[src/rtl/regfile_pkg.sv]
// regfile_pkg: default sizing constants and flattened-port slice helper for regfile_sb.
package regfile_pkg;
  localparam int REGFILE_DATA_W = 32;
  localparam int REGFILE_DEPTH = 32;
  localparam int REGFILE_NUM_READ = 2;
  function automatic int slice_lo(input int port, input int width);
    return port * width;
  endfunction
endpackage

[src/rtl/regfile_scoreboard.sv]
// regfile_scoreboard: busy vector with reserve/clear priority and reserve_stall decode.
module regfile_scoreboard #(
  parameter int DEPTH = 32,
  parameter int ADDR_W = $clog2(DEPTH),
  parameter int ZERO_REG = 1
) (
  input  logic              clk,
  input  logic              rst_n,
  input  logic              write_enable,
  input  logic [ADDR_W-1:0] write_address,
  input  logic              reserve_enable,
  input  logic [ADDR_W-1:0] reserve_address,
  output logic [DEPTH-1:0]  busy,
  output logic              reserve_stall
);
  logic [DEPTH-1:0] one, keep, set_v, clr_v;
  assign one = {{(DEPTH-1){1'b0}}, 1'b1};
  assign keep = ZERO_REG != 0 ? ~one : '1;
  // A write landing on the same register this cycle frees it, so the reserve need not wait.
  assign reserve_stall = reserve_enable && busy[reserve_address] &&
                         !(write_enable && write_address == reserve_address);
  assign set_v = (reserve_enable && !reserve_stall) ? (one << reserve_address) & keep : '0;
  assign clr_v = write_enable ? one << write_address : '0;
  always_ff @(posedge clk or negedge rst_n)
    if (!rst_n) busy <= '0;
    else busy <= (busy & ~clr_v) | set_v;
endmodule

[src/rtl/regfile_sb.sv]
// regfile_sb: multi-read-port register file with write-pending scoreboard.
// Define REGFILE_BYPASS_EN to forward writeback data to same-cycle readers.
module regfile_sb
  import regfile_pkg::*;
#(
  parameter int DATA_W = REGFILE_DATA_W,
  parameter int DEPTH = REGFILE_DEPTH,
  parameter int ADDR_W = $clog2(DEPTH),
  parameter int NUM_READ = REGFILE_NUM_READ,
  parameter int ZERO_REG = 1
) (
  input  logic                       clk,
  input  logic                       rst_n,
  input  logic [NUM_READ*ADDR_W-1:0] read_address,
  output logic [NUM_READ*DATA_W-1:0] read_data,
  output logic [NUM_READ-1:0]        read_busy,
  input  logic                       write_enable,
  input  logic [ADDR_W-1:0]          write_address,
  input  logic [DATA_W-1:0]          write_data,
  input  logic                       reserve_enable,
  input  logic [ADDR_W-1:0]          reserve_address,
  output logic                       reserve_stall
);
  logic [DATA_W-1:0] mem [DEPTH];
  logic [DEPTH-1:0] busy;
  regfile_scoreboard #(.DEPTH(DEPTH), .ADDR_W(ADDR_W), .ZERO_REG(ZERO_REG)) u_sb (
    .clk(clk),
    .rst_n(rst_n),
    .write_enable(write_enable),
    .write_address(write_address),
    .reserve_enable(reserve_enable),
    .reserve_address(reserve_address),
    .busy(busy),
    .reserve_stall(reserve_stall)
  );
  always_ff @(posedge clk or negedge rst_n)
    if (!rst_n) for (int i = 0; i < DEPTH; i++) mem[i] <= '0;
    else if (write_enable && !(ZERO_REG != 0 && write_address == '0)) mem[write_address] <= write_data;
  for (genvar p = 0; p < NUM_READ; p++) begin : g_rd
    logic [ADDR_W-1:0] addr;
    logic zero, byp;
    assign addr = read_address[slice_lo(p, ADDR_W) +: ADDR_W];
    assign zero = ZERO_REG != 0 && addr == '0;
`ifdef REGFILE_BYPASS_EN
    // Gated by rst_n so a writeback strobe cannot leak through while in reset.
    assign byp = rst_n && write_enable && write_address == addr && !zero;
`else
    assign byp = 1'b0;
`endif
    assign read_data[slice_lo(p, DATA_W) +: DATA_W] = zero ? '0 : byp ? write_data : mem[addr];
    assign read_busy[p] = !zero && !byp && busy[addr];
  end
endmodule

[config.mk]
export PLATFORM = sky130hd
export DESIGN_NAME = regfile_sb
export DESIGN_NICKNAME = d
export VERILOG_FILES = /design/src/rtl/regfile_pkg.sv /design/src/rtl/regfile_scoreboard.sv /design/src/rtl/regfile_sb.sv
export SDC_FILE = /design/constraint.sdc
export NUM_CORES = 2
export LEC_CHECK = 0
export CORE_MARGIN = 8
export CORE_UTILIZATION = 30
export DETAILED_ROUTE_END_ITERATION = 7
export MAX_ROUTING_LAYER = met4
export PLACE_DENSITY_LB_ADDON = 0.3
export SYNTH_ARGS = -nofsm -noshare
export SYNTH_HDL_FRONTEND = slang
export SYNTH_SLANG_ARGS = --single-unit
[constraint.sdc]
create_clock -name clk -period 3 [get_ports clk]
set_input_delay 0.3 -clock clk [delete_from_list [all_inputs] [get_ports clk]]
set_output_delay 0.3 -clock clk [all_outputs]
set_load 0.01 [all_outputs]
# Word-level counts from Yosys, hierarchy flattened
# Index checks and enable logic that the tools add are counted.
# word_totals
output_inout_bits	67
register_bits	1056
input_bits	56
# classes
n_lt_le_gt_ge	7
bitwise	6
shift	2
n_eq_ne	1
n_reduce_logical	16
mux	19
# op_table
cell	n
bitwise mux 1024 bit	1
binary-select mux 32 bit (select 5 bit)	2
two-way mux 32 bit	9
demux 32 bit (select 5 bit)	1
left shift 1 x 5 -> 32 bit (first input constant)	2
bitwise AND 32 bit	1
NOT 32 bit	1
bitwise OR 32 bit	1
greater-or-equal comparator 6 bit (second input constant)	3
less-than comparator 5 x 6 -> 1 bit (second input constant)	3
NOT 5 -> 6 bit	3
binary-select mux 1 bit (select 5 bit)	3
zero test 5 bit	3
logical AND 1 bit	8
less-than comparator 6 x 1 -> 1 bit (second input constant)	1
== test 5 bit	1
zero test 1 bit	5
two-way mux 1 bit	3

# Longest topological paths before layout
# logic_depth
depth_word	8
ltp_mapped	8
depth_no_buf	6

# Hierarchy
# From an unflattened synthesis, not the netlist that was laid out.
# hier_totals
cells_unflattened	4015
area_unflattened_um2	56867.0
# by_module_without_submodules
mod	n_inst	area_each_um2	seq_area_each_um2	cells_per_inst
regfile_sb	1	54971.5	25624.6	3833
regfile_scoreboard	1	1895.6	800.8	182

# Least setup slack after synthesis
# Ideal clock, no wire load.
# synth_path
path_type	input-to-output
startpoint	in read_address[0]
endpoint	out read_busy[0]
path_slack_ns	0.746
arrival_time_ns	1.954
n_path_buf	3
path_stages	7
cell_sequence	buf_2 buf_6 buf_2 mux4_2 mux4_2 inv_1 o21ai_1
# synth_between
elab_chain_cells	3
elab_cells_between_ends	5
cone_classes	mux (2); reduce/logical (3)
# synth_lines
element	line	text
start: declaration	regfile_sb.sv:14	input logic [NUM_READ*ADDR_W-1:0] read_address,
binary-select mux 1 bit (select 5 bit) or zero test 5 bit (tied branches)	regfile_sb.sv:51, regfile_sb.sv:43	
two-way mux 1 bit (implied by the code) or zero test 1 bit (tied branches)	regfile_sb.sv:51	assign read_busy[p] = !zero && !byp && busy[addr];
logical AND 1 bit (*)	regfile_sb.sv:51	
end: declaration	regfile_sb.sv:16	output logic [NUM_READ-1:0] read_busy,
# Mark *: on every way between the ends. The rest lies on a longest branch, timed or not. The select of a mux whose other input is x is not followed.

# Final worst setup path
# layout_path
startpoint	reg mem[24] (netlist bit)
endpoint	out read_data[56]
# layout_between
elab_chain_cells	4
# layout_lines
element	line	text
start: declaration	regfile_sb.sv:24	logic [DATA_W-1:0] mem [DEPTH];
start signal: indexed assignment	regfile_sb.sv:38	else if (write_enable && !(ZERO_REG != 0 && write_address == '0)) mem[write_address] <= write_data;
binary-select mux 32 bit (select 5 bit)	regfile_sb.sv:50	assign read_data[slice_lo(p, DATA_W) +: DATA_W] = zero ? '0 : byp ? write_data : mem[addr];
two-way mux 32 bit (implied by the code) (2 in a row)	regfile_sb.sv:50	
two-way mux 32 bit	regfile_sb.sv:50	
end: declaration	regfile_sb.sv:15	output logic [NUM_READ*DATA_W-1:0] read_data,
# No other way between the ends. The select of a mux whose other input is x is not followed.

==> metrics.cfg <==
[status]
outcome = finished, final reports clean

[sta]
period_needed_ns = 2.96
max_freq_mhz = 338
worst_slack_ns = 0.0431
setup_viol_count_final = 0
fin_skew_ns = 0.00855
slew_viol_final = 0
maxSlewHeadroom = 0.265
finalHoldViolCount = 0
fin_crit_sh = 0.986
worstMarginPinSlew_ns = 1.10

[logic_synthesis]
synthFlopType = dfrtp_1
yosysSeqAreaShare = 0.469
synth_top_area_share = 0.469
yosysUniqueCellTypes = 35
synth-edff-count = 0
synth_warnings = 0
synth_area_per_cell_um2 = 16.1
netlist.top_cell.by_area = dfrtp_1
synth_commonest_cells = dfrtp_1, mux2_2, mux4_2
netlist_instances = 3508
async_reset_ff_frac = 1.00
yosysMostFrequentCell = dfrtp_1
synth-seq-cells = 1056
syn_area_mm2 = 0.0564
synthTopCellsByArea = dfrtp_1, mux4_2, mux2_2
syn_nets = 3564

[placed_design]
port_buffers = 122
dp_hpwl_um = 118000
place.gp.congestion = 0.798
pre_cts_slack_ns = -0.285

[clock_tree]
clk_pin_slew_ns = 0.06
cts_root_buffer = clkbuf_16
cts_tree = built
htree_num_levels = 3
cts-buffers-inserted = 109
clock_latency_ns = 0.74
clock_path_buffers = 3
clock_sinks = 1056

[finish]
nNetsFinal = 3710
synthToLayoutAreaGrowth_pct = 18.5
final_layout_size_suffix_gt1_frac = 0.599
seqCellArea_mm2 = 0.0264
n_fill_cell = 17600
utilization = 0.357
multi_input_area_mm2 = 0.0283

[detailed_routing]
wl_met3_um = 6880
wirelength_um = 177000
drt-met1-wl_um = 74200
viasPerCell = 5.36
wl_met2_um = 89900
drt-initial-drc-count = 2312
drc_errors = 0
wl_per_cell_um = 28.4
vias = 33500
highest_layer = met4
drtAntennaViolNets = 0
firstDrtPassIters = 5

[power]
powerDensity_mw_per_mm2 = 640
ir_drop_mv = 0.417
p_leak_nw = 28.2

[floorplanning]
core_area_mm2 = 0.187
io_pins = 123
start_util = 0.301
num_rows = 159
die_area_mm2 = 0.202
die_h_um = 449
die_w_um = 449

[global_route]
grt_pass1_wl_um = 263000
grt_overflow_total = 0
grt_pass1_vias = 35700
grt.total_usage = 0.178
antenna_found_initial = 11
grt_max_degree = 102

[critical_path]
critPathCaptureType = output port
critical_path_class = flop to output port
crit_arrival_ns = 2.66
reg2reg_depth = 7
r2r_slack_ns = 0.50
start_kind = flop
required_ns = 2.70
cp_max_fo = 3

[run]
drv_cap = 0

[min_path]
hp-class = input pin to async pin

-- final cells by class --
type,instances,area share
repair buffers,437,0.0751
well taps,2495,0.0467
inverters,70,0.00405
multi-input cells,1980,0.423
diodes,5,0.000187
clock inverters,38,0.00603
clock buffers,161,0.0492
flip-flops and latches,1056,0.396
-- kinds of logic (layout without fill, tap and decap cells) --
group	after synthesis	count (layout)	synth area share
buffers and inverters	472	706	0.0378
other	0	5	0
muxes	1671	1671	0.466
AOI/OAI and AO/OA	115	115	0.0118
xor gates and xnor gates	5	5	0.000777
DFF	1056	1056	0.469
and+or+nand+nor	189	189	0.0148
-- cells in the final DEF, fill, tap and decap left out, drive strengths merged, types with 2 or more instances in the layout --
master and count:
clkdlybuf4s50 43, xor2 4, nor3 6, mux2 993, clkinvlp 3, bufinv 7, o41ai 2, mux4 663
and3 4, buf 333, and3b 3, nor3b 6, nand3b 6, clkinv 26, nand3 8, dfrtp 1056
nor2 20, clkbuf 164, dlygate4sd2 16, inv 72, clkdlybuf4s15 41, mux2i 15, nand2 127, nand4 4
o21ai 111, diode 5
-- critical path, stage by stage, from the launching register on --
cell             delay, ns
dfrtp_1               0.40
mux4_2                0.48
mux4_2                0.56
nand2_2               0.13
o21ai_1               0.09
clkdlybuf4s15_2       0.25
-- registers in the layout, indices dropped and copies added (netlist names) --
register / cells
mem: 1024
u_sb.busy: 32
-- power by group --
group / switching, W / internal (W)
Sequential: 0.00194 / 0.0170
Clock: 0.00595 / 0.00815
Combinational: 0.00381 / 0.00594
-- path summary, 6_finish.rpt --
| check | startpoint | endpoint |
|---|---|---|
| max | mem[24] | read_data[56] |
| min | rst_n | mem[988] |
| max reg2reg | u_sb.busy[31] | u_sb.busy[31] |
| min reg2reg | mem[997] | mem[997] |
| max in group asynchronous | rst_n | mem[207] |
| min in group clk | reserve_address[3] | u_sb.busy[29] |
-- per-layer routing --
| metal | GRT usage | vias up |
|---|---|---|
| li1 | - | 13800 |
| met1 | 0.228 | 18600 |
| met4 | 0.0575 | 0 |
| met2 | 0.297 | 788 |
| met3 | 0.0212 | 287 |
| met5 | - | - |
-- stage by stage --
step	total power (W)	instance area [um2]	hold WS, ns	cells	TNS, ns
3_5_place_dp	0.0290	62900	0.342	6036	-8.77
4_1_cts	0.0432	66800	0.128	6237	0
3_3_place_gp	0.0288	62900	0.343	6036	-9.60
6_report	0.0428	66800	0.144	6242	0
2_1_floorplan	0.0253	56400	0.00441	3508	0
5_1_grt	0.0447	66800	0.162	6241	-0.000916
-- timing repair --
action,4_1_cts,5_1_grt
hold endpoints to repair,51,0
endpoints found under the setup margin,67,14
gates resized for setup,212,14
hold buffers,1,0
setup buffers,1,0
pin swaps,2,1
No activity file was read; power rests on OpenSTA's default activity.
